[src/rtl/ap_ctrl_sequencer.sv]
// ap_ctrl_sequencer: drives ap_start/ap_continue into an HLS top, timestamps each handshake and reports per-transaction latency.
// Optional macro AP_CTRL_CHAIN_EN selects ap_ctrl_chain mode (ap_continue = ap_done & ~cont_stall).
module ap_ctrl_sequencer #(
  parameter int CNT_W = 32,
  parameter int DEPTH = 8
) (
  input  logic             clock,
  input  logic             reset,
  input  logic             go,
  input  logic [CNT_W-1:0] num_trans,
  output logic             ap_start,
  input  logic             ap_ready,
  input  logic             ap_done,
  output logic             ap_continue,
  input  logic             cont_stall,
  output logic             lat_valid,
  output logic [CNT_W-1:0] lat_data,
  output logic [CNT_W-1:0] done_cnt,
  output logic             finish,
  output logic             err
);

  localparam int AW = $clog2(DEPTH);
  localparam int OW = AW + 1;

  typedef enum logic [1:0] {IDLE, ISSUE, DRAIN, FINISHED} state_t;

  state_t           state;
  state_t           state_nxt;
  logic [CNT_W-1:0] cycle_cnt;
  logic [CNT_W-1:0] n_q;
  logic [CNT_W-1:0] n_nxt;
  logic [CNT_W-1:0] issued;
  logic [CNT_W-1:0] issued_nxt;
  logic [CNT_W-1:0] done_nxt;
  logic [CNT_W-1:0] latency;
  logic [CNT_W-1:0] ts_mem [DEPTH];
  logic [AW-1:0]    wr_ptr;
  logic [AW-1:0]    rd_ptr;
  logic [OW-1:0]    occ;
  logic [OW-1:0]    occ_nxt;
  logic             hs;
  logic             comp;
  logic             in_run;
  logic             occ_zero;
  logic             bypass;
  logic             pop;
  logic             push;
  logic             comp_ok;
  logic             stray;
  logic             go_accept;
  logic             start_nxt;

`ifdef AP_CTRL_CHAIN_EN
  assign ap_continue = ap_done & ~cont_stall;
  assign comp        = ap_done & ap_continue;
`else
  logic unused_cont_stall;
  assign ap_continue       = 1'b1;
  assign comp              = ap_done;
  assign unused_cont_stall = cont_stall;
`endif

  // A completion with an empty FIFO is only legal when it can take this cycle's timestamp directly.
  assign hs         = ap_start & ap_ready;
  assign in_run     = (state == ISSUE) || (state == DRAIN);
  assign occ_zero   = (occ == '0);
  assign bypass     = comp & hs & occ_zero & in_run;
  assign pop        = comp & ~occ_zero & in_run;
  assign comp_ok    = bypass | pop;
  assign stray      = comp & ~comp_ok;
  assign push       = hs & ~bypass;
  assign go_accept  = go & ((state == IDLE) || (state == FINISHED));
  assign n_nxt      = go_accept ? num_trans : n_q;
  assign issued_nxt = go_accept ? '0 : issued + CNT_W'(hs);
  assign done_nxt   = done_cnt + CNT_W'(comp_ok);
  assign occ_nxt    = occ + OW'(push) - OW'(pop);
  assign latency    = bypass ? '0 : cycle_cnt - ts_mem[rd_ptr];

  // ap_start is held as long as the issue conditions hold, so it only drops after a handshake.
  assign start_nxt  = (state_nxt == ISSUE) && (issued_nxt < n_nxt) && (occ_nxt < OW'(DEPTH));

  always_ff @(posedge clock or posedge reset) begin
    if (reset) begin
      state <= IDLE;
    end else begin
      state <= state_nxt;
    end
  end

  always_comb begin
    state_nxt = state;
    case (state)
      IDLE, FINISHED: begin
        if (go) begin
          state_nxt = (num_trans == '0) ? FINISHED : ISSUE;
        end
      end
      ISSUE: begin
        if (done_nxt == n_q) begin
          state_nxt = FINISHED;
        end else if (issued_nxt == n_q) begin
          state_nxt = DRAIN;
        end
      end
      DRAIN: begin
        if (done_nxt == n_q) begin
          state_nxt = FINISHED;
        end
      end
      default: state_nxt = IDLE;
    endcase
  end

  always_comb begin
    finish = (state == FINISHED);
  end

  always_ff @(posedge clock or posedge reset) begin
    if (reset) begin
      cycle_cnt <= '0;
      n_q       <= '0;
      issued    <= '0;
      done_cnt  <= '0;
      ap_start  <= 1'b0;
      lat_valid <= 1'b0;
      lat_data  <= '0;
      err       <= 1'b0;
      wr_ptr    <= '0;
      rd_ptr    <= '0;
      occ       <= '0;
    end else begin
      cycle_cnt <= cycle_cnt + CNT_W'(1);
      n_q       <= n_nxt;
      issued    <= issued_nxt;
      done_cnt  <= go_accept ? '0 : done_nxt;
      ap_start  <= start_nxt;
      lat_valid <= comp_ok;
      if (comp_ok) begin
        lat_data <= latency;
      end
      if (stray) begin
        err <= 1'b1;
      end
      if (push) begin
        wr_ptr <= wr_ptr + AW'(1);
      end
      if (pop) begin
        rd_ptr <= rd_ptr + AW'(1);
      end
      occ <= occ_nxt;
    end
  end

  always_ff @(posedge clock) begin
    if (push) begin
      ts_mem[wr_ptr] <= cycle_cnt;
    end
  end

endmodule

[config.mk]
export PLATFORM = sky130hd
export DESIGN_NAME = ap_ctrl_sequencer
export DESIGN_NICKNAME = d
export VERILOG_FILES = /design/src/rtl/ap_ctrl_sequencer.sv
export SDC_FILE = /design/constraint.sdc
export NUM_CORES = 1
export LEC_CHECK = 0
export ABC_AREA = 1
export CAP_MARGIN = 15
export CORE_ASPECT_RATIO = 1.4
export CORE_UTILIZATION = 32
export CTS_BUF_LIST = sky130_fd_sc_hd__clkbuf_16
export DETAILED_ROUTE_END_ITERATION = 16
export PLACE_DENSITY = 0.47
export SLEW_MARGIN = 20
export SYNTH_ARGS = -nofsm -noshare
export SYNTH_HDL_FRONTEND = slang
export SYNTH_SLANG_ARGS = --single-unit
export TNS_END_PERCENT = 20
[constraint.sdc]
create_clock -name clock -period 15.53 [get_ports clock]
set_input_delay 3.106 -clock clock [delete_from_list [all_inputs] [get_ports clock]]
set_output_delay 3.106 -clock clock [all_outputs]
set_load 0.005 [all_outputs]
==> flow_summary.json, run 1 <==
{
  "outcome": "completed",
  "dieArea_mm2": 0.0692,
  "htree_levels": 2,
  "ys_warn_count": 0,
  "fp.coreArea_mm2": 0.0670,
  "slew_headroom": 0.309,
  "required_ps": 15990,
  "drt-total-wl_um": 67800,
  "vdd_drop_max_uv": 83.2,
  "synth-seq-cells": 431,
  "arrival_ps": 8060,
  "io_buffers": 104,
  "setup_slack_ps": 7930,
  "antenna_found_initial": 0,
  "start_kind": "input port",
  "grt_pass1_vias": 16900,
  "clockBufferDepth": 3,
  "hold_path_class": "flip-flop to flip-flop",
  "antenna_left": 0,
  "cts_setup_buffers": 0,
  "clock-sinks": 431,
  "setup_violations": 0,
  "power_per_cell_area_mw_per_mm2": 152,
  "syn_avg_cell_area_um2": 9.10,
  "hold_violations": 0,
  "gp_congestion": 0.875,
  "cellLeakagePower_uw": 0.0103,
  "grt_overflow_total": 0,
  "numCtsBuffers": 46,
  "yosysTopAreaCell": "edfxtp_1",
  "worst_slew_pin_slew_ps": 1040,
  "fin_nets": 2615,
  "dpl.hpwl_um": 46500,
  "pre_cts_slack_ps": 7260,
  "boundaryPins": 107,
  "cts_tree": "built",
  "drc": 0,
  "synthFlopType": "edfxtp_1",
  "die_h_um": 311,
  "synth_edf_count": 256,
  "synthCells": 2398,
  "vias": 17000,
  "num_antenna_cells": 0,
  "root_buffer": "clkbuf_16",
  "first_iter_violations": 1089,
  "fin_crit_ps": 7600,
  "synthesis.nets": 2516,
  "critPathMaxFanout": 24,
  "holdBufCountCts": 0,
  "clock_latency_ps": 590,
  "clkTransAtPathRegs_ps": 60,
  "yosysUniqueCellTypes": 51,
  "grt_pass1_wl_um": 102000,
  "routedWlPerCell_um": 20.0,
  "fin_crit_sh": 0.489,
  "synth_seq_area_share": 0.553,
  "cts_resized": 0,
  "num_rows": 112,
  "rsz0062_at_grt": "false",
  "finalSetupTns_ps": 0,
  "dr.pass1.iters": 6,
  "area_growth_pct": 16.0,
  "maxCapViolCount": 0,
  "fillerInstances": 6685,
  "yosysTopAreaCellShare": 0.352,
  "via_per_inst": 5.03,
  "syn-cell-area_mm2": 0.0218,
  "cp-end-kind": "flip-flop",
  "skew_ps": 22.6,
  "die_w_um": 223,
  "maxSlewViolCount": 0,
  "criticalPathCategory": "input port to flip-flop",
  "yosys-top-cells-area": "edfxtp_1, dfrtp_1, nand2_1, nor2_1, o21ai_0",
  "fmax_ghz": 0.132,
  "grtUsageTotal": 0.194,
  "layout-drive-gt1-share": 0.0505,
  "synthArstFlopShare": 0.406,
  "grt_max_degree": 115,
  "start_util": 0.326
}
[synthesized netlist by cell type (2+ instances only)]
cell type and count:
a211oi_1 4, a21oi_1 72, nand2_1 496, nand3_1 133, xor2_1 40, nor4_1 12, ha_1 78, xnor3_1 3
edfxtp_1 256, nand3_2 5, or2_2 3, o21a_1 3, o221ai_1 34, nor2_4 5, nor2_1 341, nor3_4 2
buf_2 3, nand2_2 4, o21ai_0 243, clkbuf_1 60, xnor2_1 23, o21ai_1 3, o21bai_1 6, nor3_1 12
o21ai_2 3, nor2_2 6, buf_1 8, o211ai_1 3, inv_1 259, nand3b_1 4, fa_1 2, o22ai_1 31
a21o_1 2, dfrtp_1 175, a31oi_1 5, nand4_1 44
[power by group]
part / switching, µW / internal [µW]
sequential: 126 / 1350
combinational: 869 / 440
clock: 473 / 591
total: 1470 / 2380
[area by class of cell]
class,count,area [µm²],area share
Clock buffer,48,1200,0.0474
Timing Repair Buffer,123,1180,0.0468
Inverter,260,985,0.0389
Tap cell,855,1070,0.0423
Sequential cell,431,12100,0.477
Clock inverter,36,229,0.00905
Multi-Input combinational cell,1635,8570,0.339
[sequential cells by signal, summed over array words and instances (netlist names)]
register   count
n_q           32
occ            4
lat_valid      1
rd_ptr         3
issued        32
state          2
cycle_cnt     32
ts_mem       256
ap_start       1
err            1
wr_ptr         3
lat_data      32
done_cnt      32
[path summary, 6_finish.rpt]
check	from	end	slack (ps)	depth (start not counted)
setup / recovery	ap_done	ap_start$_DFF_PP0_	7930	25
hold / removal	lat_data[21]$_DFFE_PP0N_	lat_data[21]$_DFFE_PP0N_	480	2
setup reg to reg	rd_ptr[0]$_DFFE_PP0N_	lat_data[21]$_DFFE_PP0N_	9970	21
hold reg to reg	lat_data[21]$_DFFE_PP0N_	lat_data[21]$_DFFE_PP0N_	480	2
max in group asynchronous	reset	cycle_cnt[18]$_DFF_PP0_	11050	3
min in group asynchronous	reset	n_q[6]$_DFF_PP0_	3000	2
[cells in the final DEF (no fill, tap or decap), drive strengths merged, types with 40 or more instances in the layout]
| master | n |
|---|---|
| nand2 | 500 |
| clkdlybuf4s50 | 104 |
| nand4 | 46 |
| o21ai | 249 |
| inv | 271 |
| nand3 | 138 |
| ha | 78 |
| a21oi | 72 |
| edfxtp | 256 |
| xor2 | 40 |
| nor2 | 352 |
| clkbuf | 48 |
| dfrtp | 175 |
[per-stage QoR]
step	utilization	power [µW]	area [µm²]	std cells	hold WS, ps
floorplan	-	2300	21800	2398	468
global placement	0.357	2790	23900	3304	460
detailed placement	0.357	2810	23900	3304	470
CTS	0.378	3900	25300	3388	486
global route	0.378	4090	25300	3388	506
finish	0.378	3840	25300	3388	482
[cells by family (layout without fill, tap and decap cells)]
logic type | count (synthesis) | after routing | share of synthesized area
AOI/OAI and AO/OA | 415 | 415 | 0.107
adders and majority gates | 80 | 80 | 0.0466
buffers and inverters | 332 | 467 | 0.0575
xor gates and xnor gates | 66 | 66 | 0.0284
DFF | 431 | 431 | 0.553
other | 1 | 1 | 0.000172
and+or+nand+nor | 1073 | 1073 | 0.208
[critical path: stages]
cell,delay (ps)
clkdlybuf4s50_1,450
inv_1,70
nor2_1,210
nand2_1,90
buf_4,250
inv_1,600
nor2_4,70
inv_1,240
ha_1,360
ha_1,260
nand3_1,150
nor2_1,370
nand3_1,340
inv_1,290
nand3_1,130
nand2_1,110
nand2_1,50
a21oi_1,120
nand2_1,80
nor2_1,210
nand3_1,150
nand3_1,110
nand2_1,70
nand3_1,80
a21oi_1,50
[per-layer routing]
metal	track usage	share of wire
met4	0.0861	0.044
met5	0	0
met3	0.0217	0.032
met1	0.220	0.40
met2	0.363	0.53
No activity file was read; power rests on OpenSTA's default activity.
==> run 2, diff against run 1 <==
PLACE_DENSITY = 0.48   (was 0.47)
clock period = 6.62 ns   (was 15.53 ns; I/O delays follow)
==> flow_summary.json, run 2 (same netlist as run 1, synthesis figures left out) <==
{
  "crit_start": "ap_ready",
  "drt-total-wl_um": 67400,
  "maxSlewViolCount": 0,
  "reg2reg_setup_slack_ps": 1980,
  "seqCellArea_mm2": 0.0121,
  "seqPwrFrac": 0.376,
  "switching_share": 0.375,
  "grt_max_degree": 105,
  "fillerInstances": 6720,
  "clock-sinks": 431,
  "power_per_cell_area_mw_per_mm2": 362,
  "routedWlPerCell_um": 19.9,
  "worst_slew_pin_slew_ps": 1040,
  "fin_crit_ps": 5060,
  "maxCapViolCount": 0,
  "first_iter_violations": 1039,
  "worstHoldEndpoint": "lat_data[15]$_DFFE_PP0N_",
  "fp.coreArea_mm2": 0.0670,
  "finalSetupTns_ps": 0,
  "skew_ps": 21.5,
  "numCtsBuffers": 45,
  "gp_congestion": 0.886,
  "criticalPathCategory": "input port to flip-flop",
  "drc": 0,
  "r2r-end": "lat_data[24]$_DFFE_PP0N_",
  "num_rows": 112,
  "multi_input_area_mm2": 0.00857,
  "dieArea_mm2": 0.0692,
  "design_area_mm2": 0.0254,
  "clockBufferDepth": 3,
  "worstReg2RegStart": "rd_ptr[1]$_DFFE_PP0N_",
  "cp-end-kind": "flip-flop",
  "final_common_cell": "nand2_1",
  "layout-drive-gt1-share": 0.0544,
  "switching_power_uw": 3450,
  "hold_violations": 0,
  "required_ps": 7090,
  "antenna_found_initial": 0,
  "largest_register_ffs": 256,
  "cellLeakagePower_uw": 0.0104,
  "combPwrFrac": 0.334,
  "clkPwrFrac": 0.289,
  "cts_resized": 0,
  "area_growth_pct": 16.6,
  "start_util": 0.326,
  "cts_tree": "built",
  "largest-register": "ts_mem",
  "hp-start": "lat_data[15]$_DFFE_PP0N_",
  "grt_pass1_vias": 17000,
  "dr.pass1.iters": 5,
  "whs_path_depth": 2,
  "dpl.hpwl_um": 47600,
  "fin_nets": 2619,
  "final_cell_mix": "nand2_1, nor2_1, inv_1",
  "root_buffer": "clkbuf_16",
  "outcome": "completed",
  "htree_levels": 2,
  "cts_setup_buffers": 0,
  "vdd_drop_max_uv": 217,
  "antenna_left": 0,
  "start_kind": "input port",
  "grt_overflow_total": 0,
  "boundaryPins": 107,
  "rsz0062_at_grt": "false",
  "num_antenna_cells": 0,
  "holdBufCountCts": 0,
  "clock_latency_ps": 590,
  "vias": 17000,
  "worstRegToRegCells": 15,
  "critPathMaxFanout": 8,
  "via_per_inst": 5.00,
  "fin_crit_sh": 0.765,
  "intPower_uw": 5750,
  "clkTransAtPathRegs_ps": 60,
  "arrival_ps": 5530,
  "slew_headroom": 0.305,
  "p_total_uw": 9200,
  "final_core_utilization": 0.380,
  "fmax_ghz": 0.197,
  "grtUsageTotal": 0.195,
  "place_area_mm2": 0.0239,
  "setup_violations": 0,
  "io_buffers": 104,
  "die_h_um": 311,
  "hold_path_class": "flip-flop to flip-flop",
  "grt_pass1_wl_um": 102000,
  "die_w_um": 223
}
==> run 2: cell count changes in the layout (fill, tap and decap cells not counted), moves of 3 or more <==
cell / previous run / this run
clkinv_2: 11 / 8
clkbuf_16: 48 / 45
bufinv_16: 2 / 8
inv_1: 270 / 265
clkinvlp_4: 1 / 4
buf_4: 19 / 24
==> run 2: layout make-up <==
type	count	share of cell area
well taps	855	0.0421
repair buffers	128	0.0480
clock buffers	45	0.0443
inverters	260	0.0387
flip-flops and latches	431	0.475
clock inverters	37	0.0153
multi-input cells	1635	0.337
==> run 2: how the worst max path moves through the flow <==
stage / slack, ps / cells past startpoint / endpoint
after floorplan: 550 / 1 / ap_start$_DFF_PP0_
after global placement: 1040 / 19 / ap_start$_DFF_PP0_
after detailed placement: 980 / 19 / ap_start$_DFF_PP0_
after CTS: 1600 / 19 / ap_start$_DFF_PP0_
after global routing: 1390 / 19 / ap_start$_DFF_PP0_
final: 1560 / 19 / ap_start$_DFF_PP0_
==> run 2: power groups by stage <==
stage	registers [µW]	logic, µW	clock network (µW)
2_1_floorplan	3350	2030	0
3_3_place_gp	3510	3080	0
3_5_place_dp	3520	3120	0
4_1_cts	3470	3140	2730
5_1_grt	3510	3460	2820
6_report	3460	3080	2660
==> run 2: per-layer routing <==
| layer | track usage | vias up | routed length [µm] |
|---|---|---|---|
| li1 | - | 8313 | - |
| met1 | 0.225 | 8125 | 27100 |
| met2 | 0.352 | 405 | 34300 |
| met3 | 0.0243 | 124 | 2500 |
| met4 | 0.103 | 0 | 3510 |
| met5 | 0 | - | 0 |
==> run 2: critical path: stages <==
cell and delay, ps:
clkdlybuf4s50_1 450, nand2_1 140, inv_1 150, ha_1 350, ha_1 250, nand2_1 130, nor2_4 260, nand2_1 80
nor2_1 570, nand3_1 150, nand3_1 170, inv_1 90, ha_1 300, nand4_1 110, nor3_1 400, nor4b_1 300
a21oi_1 140, nand3_1 110, a21oi_1 50
==> run 2: per-stage QoR <==
step / instances / worst slack (ps) / hold slack, ps
after detailed placement: 3309 / 977 / 471
after global routing: 3391 / 1390 / 515
final: 3391 / 1560 / 482
after global placement: 3309 / 1040 / 466
after CTS: 3391 / 1600 / 489
after floorplan: 2398 / 551 / 468
==> run 3, diff against run 2 <==
PLACE_DENSITY = 0.47   (was 0.48)
clock period = 5.1 ns   (was 6.62 ns; I/O delays follow)
==> flow_summary.json, run 3 (same netlist as run 1, synthesis figures left out) <==
{
  "start_kind": "input port",
  "dieArea_mm2": 0.0692,
  "grt_pass1_vias": 17100,
  "vdd_drop_max_uv": 236,
  "dpl.hpwl_um": 46400,
  "io_buffers": 104,
  "cellLeakagePower_uw": 0.0105,
  "gp_congestion": 0.925,
  "die_w_um": 223,
  "setup_violations": 0,
  "numCtsBuffers": 45,
  "clock-sinks": 431,
  "drc": 0,
  "via_per_inst": 5.01,
  "grtUsageTotal": 0.193,
  "seqPwrFrac": 0.377,
  "clockBufferDepth": 3,
  "clkTransAtPathRegs_ps": 60,
  "power_per_cell_area_mw_per_mm2": 456,
  "fp.coreArea_mm2": 0.0670,
  "clkPwrFrac": 0.275,
  "required_ps": 5580,
  "hold_path_class": "flip-flop to flip-flop",
  "num_rows": 112,
  "grt_overflow_total": 0,
  "area_growth_pct": 17.4,
  "cts_resized": 0,
  "worst_slew_pin_slew_ps": 854,
  "drt-total-wl_um": 66500,
  "switching_power_uw": 4390,
  "fin_crit_sh": 0.837,
  "root_buffer": "clkbuf_16",
  "final_common_cell": "nand2_1",
  "switching_share": 0.375,
  "pre_cts_slack_ps": 207,
  "outcome": "completed",
  "arrival_ps": 4750,
  "criticalPathCategory": "input port to flip-flop",
  "start_util": 0.326,
  "antenna_found_initial": 0,
  "slew_headroom": 0.431,
  "boundaryPins": 107,
  "cts_tree": "built",
  "vias": 17100,
  "maxCapViolCount": 0,
  "num_antenna_cells": 0,
  "setup_slack_ps": 833,
  "rsz0062_at_grt": "false",
  "holdBufCountCts": 0,
  "grt_pass1_wl_um": 101000,
  "intPower_uw": 7300,
  "fmax_ghz": 0.234,
  "antenna_left": 0,
  "fin_crit_ps": 4270,
  "first_iter_violations": 1195,
  "final_cell_mix": "nand2_1, nor2_1, inv_1",
  "dr.pass1.iters": 5,
  "layout-drive-gt1-share": 0.0651,
  "maxSlewViolCount": 0,
  "routedWlPerCell_um": 19.4,
  "critPathMaxFanout": 8,
  "cp-end-kind": "flip-flop",
  "fin_nets": 2649,
  "cts_setup_buffers": 0,
  "skew_ps": 16.8,
  "hold_violations": 0,
  "largest_register_ffs": 256,
  "htree_levels": 2,
  "grt_max_degree": 123,
  "clock_latency_ps": 580,
  "combPwrFrac": 0.348,
  "die_h_um": 311,
  "largest-register": "ts_mem",
  "finalSetupTns_ps": 0
}
[run 3: cell types whose count changed in the layout (fill, tap and decap cells not counted), sizes merged]
cell / previous run / this run
inv: 269 / 263
clkinvlp: 4 / 7
clkinv: 16 / 21
buf: 24 / 54
bufinv: 8 / 4
[run 3: stage by stage]
step | utilization | cell area, µm² | total power (µW) | std cells | hold slack (ps)
after floorplan | - | 21800 | 6990 | 2398 | 468
after global placement | 0.361 | 24200 | 8570 | 3339 | 457
after detailed placement | 0.361 | 24200 | 8610 | 3339 | 462
after CTS | 0.382 | 25600 | 11900 | 3419 | 479
after global routing | 0.382 | 25600 | 12500 | 3419 | 498
final | 0.382 | 25600 | 11700 | 3419 | 479
[run 3: per-layer routing]
| layer | global-route usage | wire [µm] | vias up |
|---|---|---|---|
| met1 | 0.215 | 26000 | 8213 |
| met2 | 0.359 | 34600 | 386 |
| met4 | 0.0989 | 3580 | 0 |
| met5 | 0 | 0 | - |
| met3 | 0.0216 | 2250 | 125 |
| li1 | - | - | 8400 |
[run 3: path summary, 6_finish.rpt]
path                                             to  slack [ps]                      from  depth (start not counted)
max                              ap_start$_DFF_PP0_         830                  ap_ready                         20
min                        lat_data[25]$_DFFE_PP0N_         480  lat_data[25]$_DFFE_PP0N_                          2
max reg2reg                      ap_start$_DFF_PP0_        1020        state[0]$_DFF_PP0_                         24
min reg2reg                lat_data[25]$_DFFE_PP0N_         480  lat_data[25]$_DFFE_PP0N_                          2
max in group asynchronous  lat_data[25]$_DFFE_PP0N_        3480                     reset                          3
min in group asynchronous     rd_ptr[0]$_DFFE_PP0N_        1000                     reset                          3
[run 3: final cells by class]
type	instances	area [µm²]
multi-input combinational	1635	8570
clock inverter	35	282
tap	855	1070
clock buffer	45	1130
fill	6734	41400
timing repair buffer	158	1510
inverter	260	981
sequential	431	12100
[run 3: power groups by stage]
| stage | registers [µW] | logic (µW) | clock network, µW |
|---|---|---|---|
| 2_1_floorplan | 4350 | 2640 | 0 |
| 3_3_place_gp | 4470 | 4110 | 0 |
| 3_5_place_dp | 4470 | 4140 | 0 |
| 4_1_cts | 4410 | 4160 | 3320 |
| 5_1_grt | 4460 | 4600 | 3430 |
| 6_report | 4410 | 4070 | 3210 |
[run 3: critical path: stages]
cell and delay (ps):
clkdlybuf4s50_1 460, nand2_1 100, inv_1 140, ha_1 190, ha_1 200, nand2_1 130
nor2_4 260, nand2_2 170, nor2_1 370, nand3_1 160, nand3_1 140, inv_1 70
ha_1 260, nand2_1 90, nor2_1 50, a211oi_1 210, o2111ai_1 190, a21oi_1 270
nand3_1 110, a21oi_1 150
